[src/rtl/div_seq_if.sv]
// Request/result bundle between the execute stage and the sequential divider.
// The master drives the operands and start; the slave returns status and results.
interface div_seq_if #(
  parameter int WIDTH = 32
);
  logic             start;
  logic             signed_op;
  logic [WIDTH-1:0] a;
  logic [WIDTH-1:0] b;
  logic             busy;
  logic             done;
  logic [WIDTH-1:0] quotient;
  logic [WIDTH-1:0] remainder;
  logic             div_zero;

  modport master (
    output start, signed_op, a, b,
    input  busy, done, quotient, remainder, div_zero
  );

  modport slave (
    input  start, signed_op, a, b,
    output busy, done, quotient, remainder, div_zero
  );
endinterface

[src/rtl/div_seq.sv]
// Radix-2 restoring divider, one quotient bit per clock, signed or unsigned.
// Works on magnitudes and applies the signs in a final FIX cycle.
module div_seq #(
  parameter int WIDTH = 32
) (
  input  logic     clk,
  input  logic     rst_n,
  div_seq_if.slave bus
);
  localparam int CW = $clog2(WIDTH + 1);

  typedef enum logic [1:0] {IDLE, RUN, FIX} state_t;

  state_t           state, state_next;
  logic [WIDTH-1:0] dividend;
  logic [WIDTH-1:0] divisor;
  logic [WIDTH-1:0] prem;
  logic [CW-1:0]    count;
  logic             q_neg, r_neg, zero;
  logic [WIDTH-1:0] quotient_q, remainder_q;
  logic             done_q, div_zero_q;

  logic             a_neg, b_neg, b_is_zero, last;
  logic [WIDTH-1:0] a_mag, b_mag;
  logic [WIDTH:0]   prem_sh, trial;

  // NOTE: combinational blocks assign every output first, so no path can infer a latch.
  always_comb begin
    a_neg     = bus.signed_op & bus.a[WIDTH-1];
    b_neg     = bus.signed_op & bus.b[WIDTH-1];
    a_mag     = a_neg ? -bus.a : bus.a;
    b_mag     = b_neg ? -bus.b : bus.b;
    b_is_zero = (bus.b == '0);
    // The partial remainder is always below the divisor, so WIDTH+1 bits
    // hold the shifted value and the MSB of the trial is its sign.
    prem_sh   = {prem, dividend[WIDTH-1]};
    trial     = prem_sh - {1'b0, divisor};
    last      = (count == CW'(1));
  end

  always_comb begin
    state_next = state;
    unique case (state)
      IDLE:    if (bus.start) state_next = b_is_zero ? FIX : RUN;
      RUN:     if (last) state_next = FIX;
      FIX:     state_next = IDLE;
      default: state_next = IDLE;
    endcase
  end

  // NOTE: sequential state uses non-blocking assignments so every register
  // samples the pre-edge values regardless of statement order.
  always_ff @(posedge clk or negedge rst_n) begin
    if (!rst_n) state <= IDLE;
    else        state <= state_next;
  end

  always_ff @(posedge clk or negedge rst_n) begin
    if (!rst_n) begin
      dividend    <= '0;
      divisor     <= '0;
      prem        <= '0;
      count       <= '0;
      q_neg       <= 1'b0;
      r_neg       <= 1'b0;
      zero        <= 1'b0;
      quotient_q  <= '0;
      remainder_q <= '0;
      done_q      <= 1'b0;
      div_zero_q  <= 1'b0;
    end else begin
      done_q <= 1'b0;
      unique case (state)
        IDLE: begin
          if (bus.start) begin
            zero     <= b_is_zero;
            // A zero divisor keeps the raw dividend, which becomes the remainder.
            dividend <= b_is_zero ? bus.a : a_mag;
            divisor  <= b_mag;
            prem     <= '0;
            count    <= CW'(WIDTH);
            q_neg    <= a_neg ^ b_neg;
            r_neg    <= a_neg;
          end
        end
        RUN: begin
          prem     <= trial[WIDTH] ? prem_sh[WIDTH-1:0] : trial[WIDTH-1:0];
          dividend <= {dividend[WIDTH-2:0], ~trial[WIDTH]};
          count    <= count - CW'(1);
        end
        FIX: begin
          done_q <= 1'b1;
          if (zero) begin
            quotient_q  <= '1;
            remainder_q <= dividend;
            div_zero_q  <= 1'b1;
          end else begin
            quotient_q  <= q_neg ? -dividend : dividend;
            remainder_q <= r_neg ? -prem : prem;
            div_zero_q  <= 1'b0;
          end
        end
        default: ;
      endcase
    end
  end

  assign bus.busy      = (state != IDLE);
  assign bus.done      = done_q;
  assign bus.quotient  = quotient_q;
  assign bus.remainder = remainder_q;
  assign bus.div_zero  = div_zero_q;
endmodule

[src/flat_wrapper.sv]
// flat-port wrapper written by rule: the top's interface ports become plain ports
module div_seq_flat 
#(
  parameter int WIDTH = 32
)
  (clk, rst_n, bus_start, bus_signed_op, bus_a, bus_b, bus_busy, bus_done, bus_quotient, bus_remainder, bus_div_zero);
  div_seq_if #(.WIDTH(WIDTH)) bus_i ();
  input  logic clk;
  input  logic rst_n;
  input wire logic [$bits(bus_i.start)-1:0] bus_start;
  input wire logic [$bits(bus_i.signed_op)-1:0] bus_signed_op;
  input wire logic [$bits(bus_i.a)-1:0] bus_a;
  input wire logic [$bits(bus_i.b)-1:0] bus_b;
  output wire logic [$bits(bus_i.busy)-1:0] bus_busy;
  output wire logic [$bits(bus_i.done)-1:0] bus_done;
  output wire logic [$bits(bus_i.quotient)-1:0] bus_quotient;
  output wire logic [$bits(bus_i.remainder)-1:0] bus_remainder;
  output wire logic [$bits(bus_i.div_zero)-1:0] bus_div_zero;
  assign bus_i.start = bus_start;
  assign bus_i.signed_op = bus_signed_op;
  assign bus_i.a = bus_a;
  assign bus_i.b = bus_b;
  assign bus_busy = bus_i.busy;
  assign bus_done = bus_i.done;
  assign bus_quotient = bus_i.quotient;
  assign bus_remainder = bus_i.remainder;
  assign bus_div_zero = bus_i.div_zero;
  div_seq #(.WIDTH(WIDTH)) u_core (.clk(clk), .rst_n(rst_n), .bus(bus_i));
endmodule
[config.mk]
export PLATFORM = sky130hd
export DESIGN_NAME = div_seq_flat
export DESIGN_NICKNAME = d
export VERILOG_FILES = /design/src/rtl/div_seq_if.sv /design/src/rtl/div_seq.sv /design/src/flat_wrapper.sv
export SDC_FILE = /design/constraint.sdc
export NUM_CORES = 1
export LEC_CHECK = 0
export BUFFER_PORTS_ARGS = -buffer_cell sky130_fd_sc_hd__clkbuf_2
export CORE_ASPECT_RATIO = 1.25
export CORE_UTILIZATION = 60
export CTS_BUF_LIST = sky130_fd_sc_hd__clkbuf_16
export CTS_CLUSTER_DIAMETER = 60
export DETAILED_ROUTE_END_ITERATION = 12
export PLACE_DENSITY = 0.82
export SYNTH_ARGS = -nofsm -noshare
export SYNTH_HDL_FRONTEND = slang
export SYNTH_SLANG_ARGS = --single-unit
export TNS_END_PERCENT = 100
[constraint.sdc]
create_clock -name clk -period 4.26 [get_ports clk]
set_input_delay 0.852 -clock clk [delete_from_list [all_inputs] [get_ports clk]]
set_output_delay 0.852 -clock clk [all_outputs]
set_load 0.05 [all_outputs]
==> results.cfg, run 1 <==
[run_status]
outcome = finished clean

[global_route]
grt_pass1_wl_um = 51300
antenna_found_initial = 0
overflow = 0
grt_pass1_vias = 10200
grt_max_degree = 91
track_usage_pct = 32.8

[synth]
synth_fp_nets = 1520
syn_avg_cell_area_um2 = 8.24
syn_area_um2 = 11600
yosys.cell_types.count = 61
yosys.area.top_type_share_pct = 37.2
ys.flop_type = dfrtp_1
yosysMostFrequentCell = nand2_1
async_flop_share_pct = 100
synth_top_cells_by_count = nand2_1, dfrtp_1, o21ai_0
synth_area_leaders = dfrtp_1, xor2_1, o21ai_0
ys_ff_latch = 173
synth_largest_area_cell = dfrtp_1
synth_seq_area_share_pct = 37.2
synth_edf_count = 0
yosysWarnings = 0
synth_cells = 1413

[sta]
rsz0062_at_grt = false
worst_slack_ps = 753
finalMaxSlewViolations = 0
fin_tns_setup_ps = 0
clock.fmax_mhz = 285
holdWs_ps = 465
finalHoldViolCount = 0
fin_crit_sh_pct = 82.3
period_needed_ps = 3510
slew_headroom_pct = 19.6
worst_slew_pin_slew_ps = 1200
worst_clock_skew_ps = 9.14
setup_viol = 0

[cts]
insertion_delay_ps = 440
ctsHoldBuffers = 0
ctsResizeCount = 0
clkTransAtPathRegs_ps = 80
numCtsBuffers = 17
cts_max_path_buffers = 2
cts_root_buf = clkbuf_16
cts.sinks = 173
h-tree-depth = 4
cts_tree = yes
cts_setup_buffers = 0

[critical_path]
path_max_fanout = 20
worstPathBufferInverterCount = 2
cp-start-kind = flop
cp_slowest_stage_delay_ps = 460
cp_cell_sequence = inv_1, ha_1, fa_1, nand2b_1, a21oi_1, nor2_1, o21a_1, a21oi_1, o21a_1, nor2_1, buf_4, a221o_1
arrival_ps = 3830
worst-path-stages = 12
cp_data_required_time_ps = 4580
endpoint_kind = flop
r2r_cells = 12
crit_family = compound AO/OA/AOI/OAI gates
critPathKind = reg -> reg
crit_slowest_cell = dfrtp_1

[place]
place_hpwl_um = 24100
pre_cts_ws_ps = 567
numPortBuffers = 134
gp_congestion = 0.982

[route]
wl_per_cell_um = 18.2
ant_nets = 0
drtIter0Drc = 817
viasPerCell = 6.23
vias = 10900
drt_wl_total_um = 31800
drc_errors = 0
drtPass1Iterations = 6

[pwr]
internal_power_mw = 5.91
seqPwrFrac_pct = 28.3
p_leak_nw = 5.86
p_sw_share_pct = 51.0
clockPowerShare_pct = 12.7
pwr-share-comb_pct = 58.9
cellPowerDensity_nw_per_um2 = 924
p_switching_mw = 6.16
vdd_drop_max_mv = 0.372

[floorplan]
dieArea_um2 = 20000
start_util_pct = 61.6
rows = 56
die_w_um = 127
core_area_um2 = 18900
ios = 135
fp.dieH_um = 158

[cells_and_area]
antenna_cells = 0
final_layout_size_suffix_gt1_share_pct = 14.0
area_delta_synth_final_pct = 12.1
nets = 1611
final_util_pct = 69.0

[min_path]
hp-class = in -> async

[run]
drv_cap = 0
-- cell type report --
| class | instances | area [um2] |
|---|---|---|
| flip-flops and latches | 173 | 4330 |
| repair buffers | 154 | 840 |
| multi-input cells | 1107 | 6840 |
| inverters | 51 | 191 |
| clock inverters | 15 | 146 |
| clock buffers | 17 | 425 |
| well taps | 232 | 290 |
| fillers | 1582 | 5860 |
-- power by group through the flow --
stage / Combinational [mW] / Clock, mW / Sequential (mW)
2_1_floorplan: 4.91 / 0 / 3.66
6_report: 7.11 / 1.53 / 3.42
5_1_grt: 7.88 / 1.60 / 3.49
3_5_place_dp: 7.01 / 0 / 3.40
4_1_cts: 7.06 / 1.53 / 3.37
3_3_place_gp: 6.88 / 0 / 3.37
-- metrics by stage --
stage	total power [mW]	instance area, um2	cells
2_1_floorplan	8.57	11600	1413
3_3_place_gp	10.2	12500	1717
3_5_place_dp	10.4	12500	1717
4_1_cts	12.0	13100	1749
5_1_grt	13.0	13100	1749
6_report	12.1	13100	1749
-- kinds of logic (layout without fill, tap and decap cells) --
family,after synthesis,in the layout,share of synthesized area [%]
multiplexers,10,10,0.870
AND/OR/NAND/NOR,466,466,19.2
XOR/XNOR,143,143,10.8
buffers and inverters,133,237,4.31
adder cells (fa/ha/maj),39,39,4.25
flip-flops,173,173,37.2
AO/OA/AOI/OAI,449,449,23.4
-- per-layer routing --
layer  share of wire, %  track usage, %  vias up
li1                   -               -     5234
met4                6.1            20.6        0
met1                 40            38.6     5122
met2                 49            57.0      439
met5                  0               0        -
met3                5.7            4.49       99
-- worst reg2reg max path, cell delays in order (launching register included) --
cell and delay, ps:
dfrtp_1 460, inv_1 170, ha_1 250, fa_1 390, nand2b_1 190, a21oi_1 200, nor2_1 110, o21a_1 250
a21oi_1 320, o21a_1 410, nor2_1 90, buf_4 220, a221o_1 330
-- sequential cells by signal (all words and copies together) (netlist names) --
name / cells
u_core.dividend: 32
u_core.bus.quotient: 32
u_core.bus.done: 1
u_core.zero: 1
u_core.bus.remainder: 32
u_core.prem: 32
u_core.q_neg: 1
u_core.bus.div_zero: 1
u_core.divisor: 32
u_core.state: 2
u_core.count: 6
u_core.r_neg: 1
-- worst paths after layout --
| path | from | to | slack (ps) |
|---|---|---|---|
| worst max-delay path | u_core.dividend[31] | u_core.prem[4] | 750 |
| worst min-delay path | rst_n | u_core.bus.quotient[17] | 460 |
| worst max register to register | u_core.dividend[31] | u_core.prem[4] | 750 |
| worst min register to register | u_core.bus.quotient[0] | u_core.bus.quotient[0] | 480 |
| max in group asynchronous | rst_n | u_core.count[0] | 2880 |
| min in group clk | u_core.bus.quotient[0] | u_core.bus.quotient[0] | 480 |
-- cell usage in the layout (no fill, tap or decap), types with 11 or more instances in the layout --
cell type	instances
nand4_1	11
ha_1	38
o21ai_0	146
clkbuf_16	17
and3_1	15
a21oi_1	141
nand2_1	188
o41ai_1	14
nor2_1	92
nand3_1	26
xnor2_1	40
or3_1	25
inv_1	51
xor2_1	103
nor3_1	21
a221o_1	17
clkbuf_2	133
a21o_1	18
buf_4	19
o31ai_1	30
or4_1	20
o211ai_1	25
dfrtp_1	173
Power figures use the tool's default switching activity.
==> inputs of run 2 (changes only) <==
CORE_UTILIZATION = 54   (was 60)
PLACE_DENSITY = 0.78   (was 0.82)
clock period = 3 ns   (was 4.26 ns; I/O delays follow)
==> run 2 against run 1 <==
Net effect:
- highest routed layer unchanged
- total power is 51% higher
- global-route usage shrank 3.9 points
- clock power increased by 43%
- maximum frequency grew 18%
- critical path depth decreased by 3
- setup slack got worse by 730 ps
- hold slack worse by 320 ps
==> results.cfg, run 2 (synthesis gave the netlist of run 1 again) <==
[run_status]
outcome = finished clean

[critical_path]
arrival_ps = 3300
critPathKind = reg -> reg
endpoint_kind = flop
path_max_fanout = 3
cp_data_required_time_ps = 3320
cp-start-kind = flop

[sta]
period_needed_ps = 2970
slew_headroom_pct = 23.5
setup_viol = 0
worst_clock_skew_ps = 8.42
fin_crit_sh_pct = 99.1
worst_slew_pin_slew_ps = 1150
clock.fmax_mhz = 336
finalMaxSlewViolations = 0
holdWs_ps = 149
finalHoldViolCount = 0
rsz0062_at_grt = true

[pwr]
p_sw_share_pct = 48.4
cellPowerDensity_nw_per_um2 = 1290
p_leak_nw = 6.40
internal_power_mw = 9.39
pwr-share-comb_pct = 63.8
seqPwrFrac_pct = 24.2
p_switching_mw = 8.80
finalPower_mw = 18.2
vdd_drop_max_mv = 0.571
clockPowerShare_pct = 12.0

[global_route]
track_usage_pct = 28.9
antenna_found_initial = 0
grt_pass1_wl_um = 51200
overflow = 0
grt_max_degree = 93
grt_pass1_vias = 10600

[cells_and_area]
final_cell_mix = nand2_1, dfrtp_1, o21ai_0, a21oi_1, clkbuf_2
nets = 1717
fin_cells = 1897
area_delta_synth_final_pct = 20.8
final_layout_size_suffix_gt1_share_pct = 20.7
antenna_cells = 0
fin_area_um2 = 14100
final_common_cell = nand2_1
fillers = 1725

[place]
numPortBuffers = 134
placed_area_um2 = 13400
gp_congestion = 0.893
place_hpwl_um = 24200
dp_cells = 1864

[route]
drtIter0Drc = 967
drt_wl_total_um = 31800
ant_nets = 0
wl_per_cell_um = 16.7
viasPerCell = 5.91
vias = 11200
drtPass1Iterations = 5
drc_errors = 0

[cts]
ctsHoldBuffers = 0
cts_max_path_buffers = 2
cts_tree = yes
clkTransAtPathRegs_ps = 70
h-tree-depth = 4
cts.sinks = 173
cts_root_buf = clkbuf_16
numCtsBuffers = 17
insertion_delay_ps = 440

[floorplan]
die_w_um = 133
start_util_pct = 55.6
dieArea_um2 = 22200
fp.dieH_um = 166
ios = 135
core_area_um2 = 21000
rows = 59

[run]
drv_cap = 0

[min_path]
hp-class = in -> async
## run 2: changes by cell type in the layout (fill, tap and decap cells not counted), moves of 4 or more
| cell | delta |
|---|---|
| buf_4 | +101 |
| inv_8 | -6 |
| buf_12 | +4 |
| o21ai_0 | -4 |
| o31ai_1 | -4 |
## run 2: cell type report
type                       count  area [um2]  area share, %
inverter                      51         191           1.36
tap                          274         343           2.44
clock buffer                  17         425           3.02
timing repair buffer         260        1690           12.0
multi-input combinational   1107        6950           49.4
clock inverter                15         148           1.05
sequential                   173        4330           30.8
## run 2: per-stage QoR
step,util (%),setup TNS [ps],setup slack (ps)
after detailed placement,63.9,-953,-98.1
final,67.1,0,27.2
after global placement,63.9,-62.3,-20.1
after global routing,67.1,-262,-88.7
after floorplan,-,0,7.71
after CTS,66.7,0,5.70
## run 2: routing by layer
metal / vias up / track usage [%] / share of wire (%)
li1: 5442 / - / -
met1: 5284 / 35.5 / 42
met2: 410 / 49.6 / 49
met3: 78 / 4.30 / 5.6
met4: 0 / 13.7 / 3.7
met5: - / 0 / 0
## run 2: repair_timing
item,in CTS,in global routing
gates cloned,0,0
setup buffers,0,1
hold endpoints to repair,0,0
gates resized for setup,4,23
pin swaps,0,2
setup endpoints to repair,3,45
## run 2: path summary, 6_finish.rpt
| path | from | end | slack (ps) | cells past startpoint |
|---|---|---|---|---|
| worst max-delay path | u_core.prem[1] | u_core.bus.remainder[28] | 30 | 9 |
| worst min-delay path | rst_n | u_core.bus.quotient[13] | 150 | 2 |
| worst max register to register | u_core.prem[1] | u_core.bus.remainder[28] | 30 | 9 |
| worst min register to register | u_core.divisor[19] | u_core.divisor[19] | 480 | 2 |
| max in group asynchronous | rst_n | u_core.prem[16] | 2400 | 2 |
| min in group clk | bus_b[0] | u_core.divisor[0] | 450 | 3 |
## run 2: power groups by stage
| stage | Sequential (mW) | Combinational, mW | Clock [mW] |
|---|---|---|---|
| 4_1_cts | 4.35 | 11.4 | 2.21 |
| 6_report | 4.40 | 11.6 | 2.19 |
| 5_1_grt | 4.52 | 12.8 | 2.31 |
| 2_1_floorplan | 5.20 | 6.97 | 0 |
| 3_5_place_dp | 4.39 | 11.3 | 0 |
| 3_3_place_gp | 4.33 | 11.0 | 0 |
## run 2: critical path, cell delays in order (launching register included)
cell     delay (ps)
dfrtp_1         400
inv_2            90
ha_4            120
or4b_4          450
or4_4           460
or4_4           510
or3_4           370
o31ai_4         230
xor2_1          160
o21ai_1          70
==> inputs of run 3 (changes only) <==
ABC_AREA = 1   (was default)
CORE_UTILIZATION = 55   (was 54)
==> run 3 against run 2 <==
Net effect:
- clock skew about the same
- maximum frequency up 15%
- final area up 8.2%
- count of clock-buffer cells in the layout unchanged
- hold slack worse by 42 ps
- setup slack better by 400 ps
- critical endpoint is now u_core.prem[19]
==> results.cfg, run 3 <==
[cells_and_area]
antenna_cells = 0
nets = 2380
final_cell_mix = nand2_1, inv_1, nand3_1, nor2_1, dfrtp_1
final_common_cell = nand2_1
fin_cells = 2613
final_layout_size_suffix_gt1_share_pct = 11.1
area_delta_synth_final_pct = 11.0

[route]
drc_errors = 0
drt_wl_total_um = 44900
ant_nets = 0
wl_per_cell_um = 17.2
drtIter0Drc = 1188
drtPass1Iterations = 6
viasPerCell = 5.59
vias = 14600

[global_route]
grt_pass1_wl_um = 70000
overflow = 0
antenna_found_initial = 0
grt_pass1_vias = 13400
track_usage_pct = 35.8
grt_max_degree = 60

[floorplan]
dieArea_um2 = 25600
rows = 64
fp.dieH_um = 179
die_w_um = 143
ios = 135
core_area_um2 = 24500
start_util_pct = 56.0

[place]
dp_cells = 2584
place_hpwl_um = 35100
gp_congestion = 1.04
numPortBuffers = 134

[synth]
synth_fp_nets = 2271
ys.flop_type = dfrtp_1
async_flop_share_pct = 100
syn_area_um2 = 13700
synth_edf_count = 0
synth_largest_area_cell = dfrtp_1
synth_cells = 2164
synth_top_cells_by_count = nand2_1, inv_1, nand3_1
yosys.cell_types.count = 52
ys_ff_latch = 173
syn_avg_cell_area_um2 = 6.34
yosysMostFrequentCell = nand2_1
yosysWarnings = 0
yosys.area.top_type_share_pct = 31.5
synth_seq_area_share_pct = 31.5
synth_area_leaders = dfrtp_1, nand2_1, inv_1

[sta]
worst_slew_pin_slew_ps = 907
fin_crit_sh_pct = 85.9
finalHoldViolCount = 0
fin_tns_setup_ps = 0
worst_clock_skew_ps = 8.51
finalMaxSlewViolations = 0
setup_viol = 0
slew_headroom_pct = 39.4
period_needed_ps = 2580
rsz0062_at_grt = false
clock.fmax_mhz = 388

[cts]
insertion_delay_ps = 440
ctsResizeCount = 0
numCtsBuffers = 17
clkTransAtPathRegs_ps = 70
cts_setup_buffers = 0
cts_max_path_buffers = 2
h-tree-depth = 4
cts_tree = yes
cts.sinks = 173
cts_root_buf = clkbuf_16
ctsHoldBuffers = 0

[pwr]
p_sw_share_pct = 57.4
p_switching_mw = 12.1
clockPowerShare_pct = 10.3
seqPwrFrac_pct = 22.3
cellPowerDensity_nw_per_um2 = 1390
p_leak_nw = 8.19
internal_power_mw = 8.99
finalPower_mw = 21.1
pwr-share-comb_pct = 67.5
vdd_drop_max_mv = 0.804

[critical_path]
critPathKind = reg -> reg
path_max_fanout = 16
arrival_ps = 2910
cp_data_required_time_ps = 3330
r2r_cells = 17
cp-start-kind = flop
endpoint_kind = flop

[run]
drv_cap = 0

[min_path]
hp-class = in -> async

[run_status]
outcome = finished clean
## run 3: changes by cell type after synthesis, moves of 21 or more
cell and change:
xor2_1 -65, or3_1 -25, nand2_1 +531, a21oi_1 -72, nand3_1 +209, xnor2_1 -26, o21ai_0 -55, clkbuf_1 -31
nor2_1 +82, inv_1 +267, o31ai_1 -27, nand2_2 +21
## run 3: critical path: stages, from the launching register on
cell and delay, ps:
dfrtp_1 360, inv_1 120, ha_1 240, fa_1 410
inv_1 90, nand2_1 50, nand2_1 70, nand3_1 80
nand2_2 110, nand2_2 60, nand2_2 90, nand2_4 80
nand2_4 110, nand2_4 140, nand2_4 230, nand2_1 90
nand3_1 70, nand2_1 60
## run 3: logic make-up after synthesis
kind of cell               after synthesis  synth area share (%)
adders and majority gates               39                  3.61
muxes                                    1                0.0729
DFF                                    173                  31.5
xor gates and xnor gates                52                  3.32
and+or+nand+nor                       1262                  39.8
AOI/OAI and AO/OA                      241                  10.2
buffers and inverters                  396                  11.5
## run 3: final cells by class
class | instances | area (um2)
timing repair buffer | 157 | 862
sequential | 173 | 4330
multi-input combinational | 1595 | 7830
inverter | 329 | 1240
tap | 330 | 413
fill | 2403 | 9280
clock inverter | 12 | 126
clock buffer | 17 | 425
## run 3: power by group through the flow
stage          combinational (mW)  sequential, mW  clock (mW)
4_1_cts                      14.0            4.65        2.17
5_1_grt                      15.7            4.80        2.27
2_1_floorplan                9.46            5.65           0
3_5_place_dp                 14.0            4.68           0
6_report                     14.2            4.69        2.17
3_3_place_gp                 13.8            4.66           0
## run 3: final timing paths
check                                      to  slack [ps]                 from
setup reg to reg              u_core.prem[19]         420  u_core.dividend[31]
setup / recovery              u_core.prem[19]         420  u_core.dividend[31]
hold / removal             u_core.dividend[8]         110                rst_n
min in group clk           u_core.divisor[31]         470            bus_b[31]
hold reg to reg               u_core.count[3]         480      u_core.count[3]
max in group asynchronous        u_core.r_neg        2070                rst_n
## run 3: per-stage QoR
stage / util [%] / instance area (um2) / hold WS, ps / setup slack (ps)
floorplan: - / 13700 / 304 / 795
global placement: 59.9 / 14700 / 456 / 366
detailed placement: 59.9 / 14700 / 468 / 294
global route: 62.1 / 15200 / 134 / 157
CTS: 62.1 / 15200 / 127 / 423
finish: 62.1 / 15200 / 106 / 423
## run 3: per-layer routing
metal	wire length (um)	GRT usage (%)	part of all wire [%]
met5	0	0	0
met4	2460	20.5	5.5
met3	2660	4.62	5.9
met2	22300	62.4	50
met1	17500	42.3	39
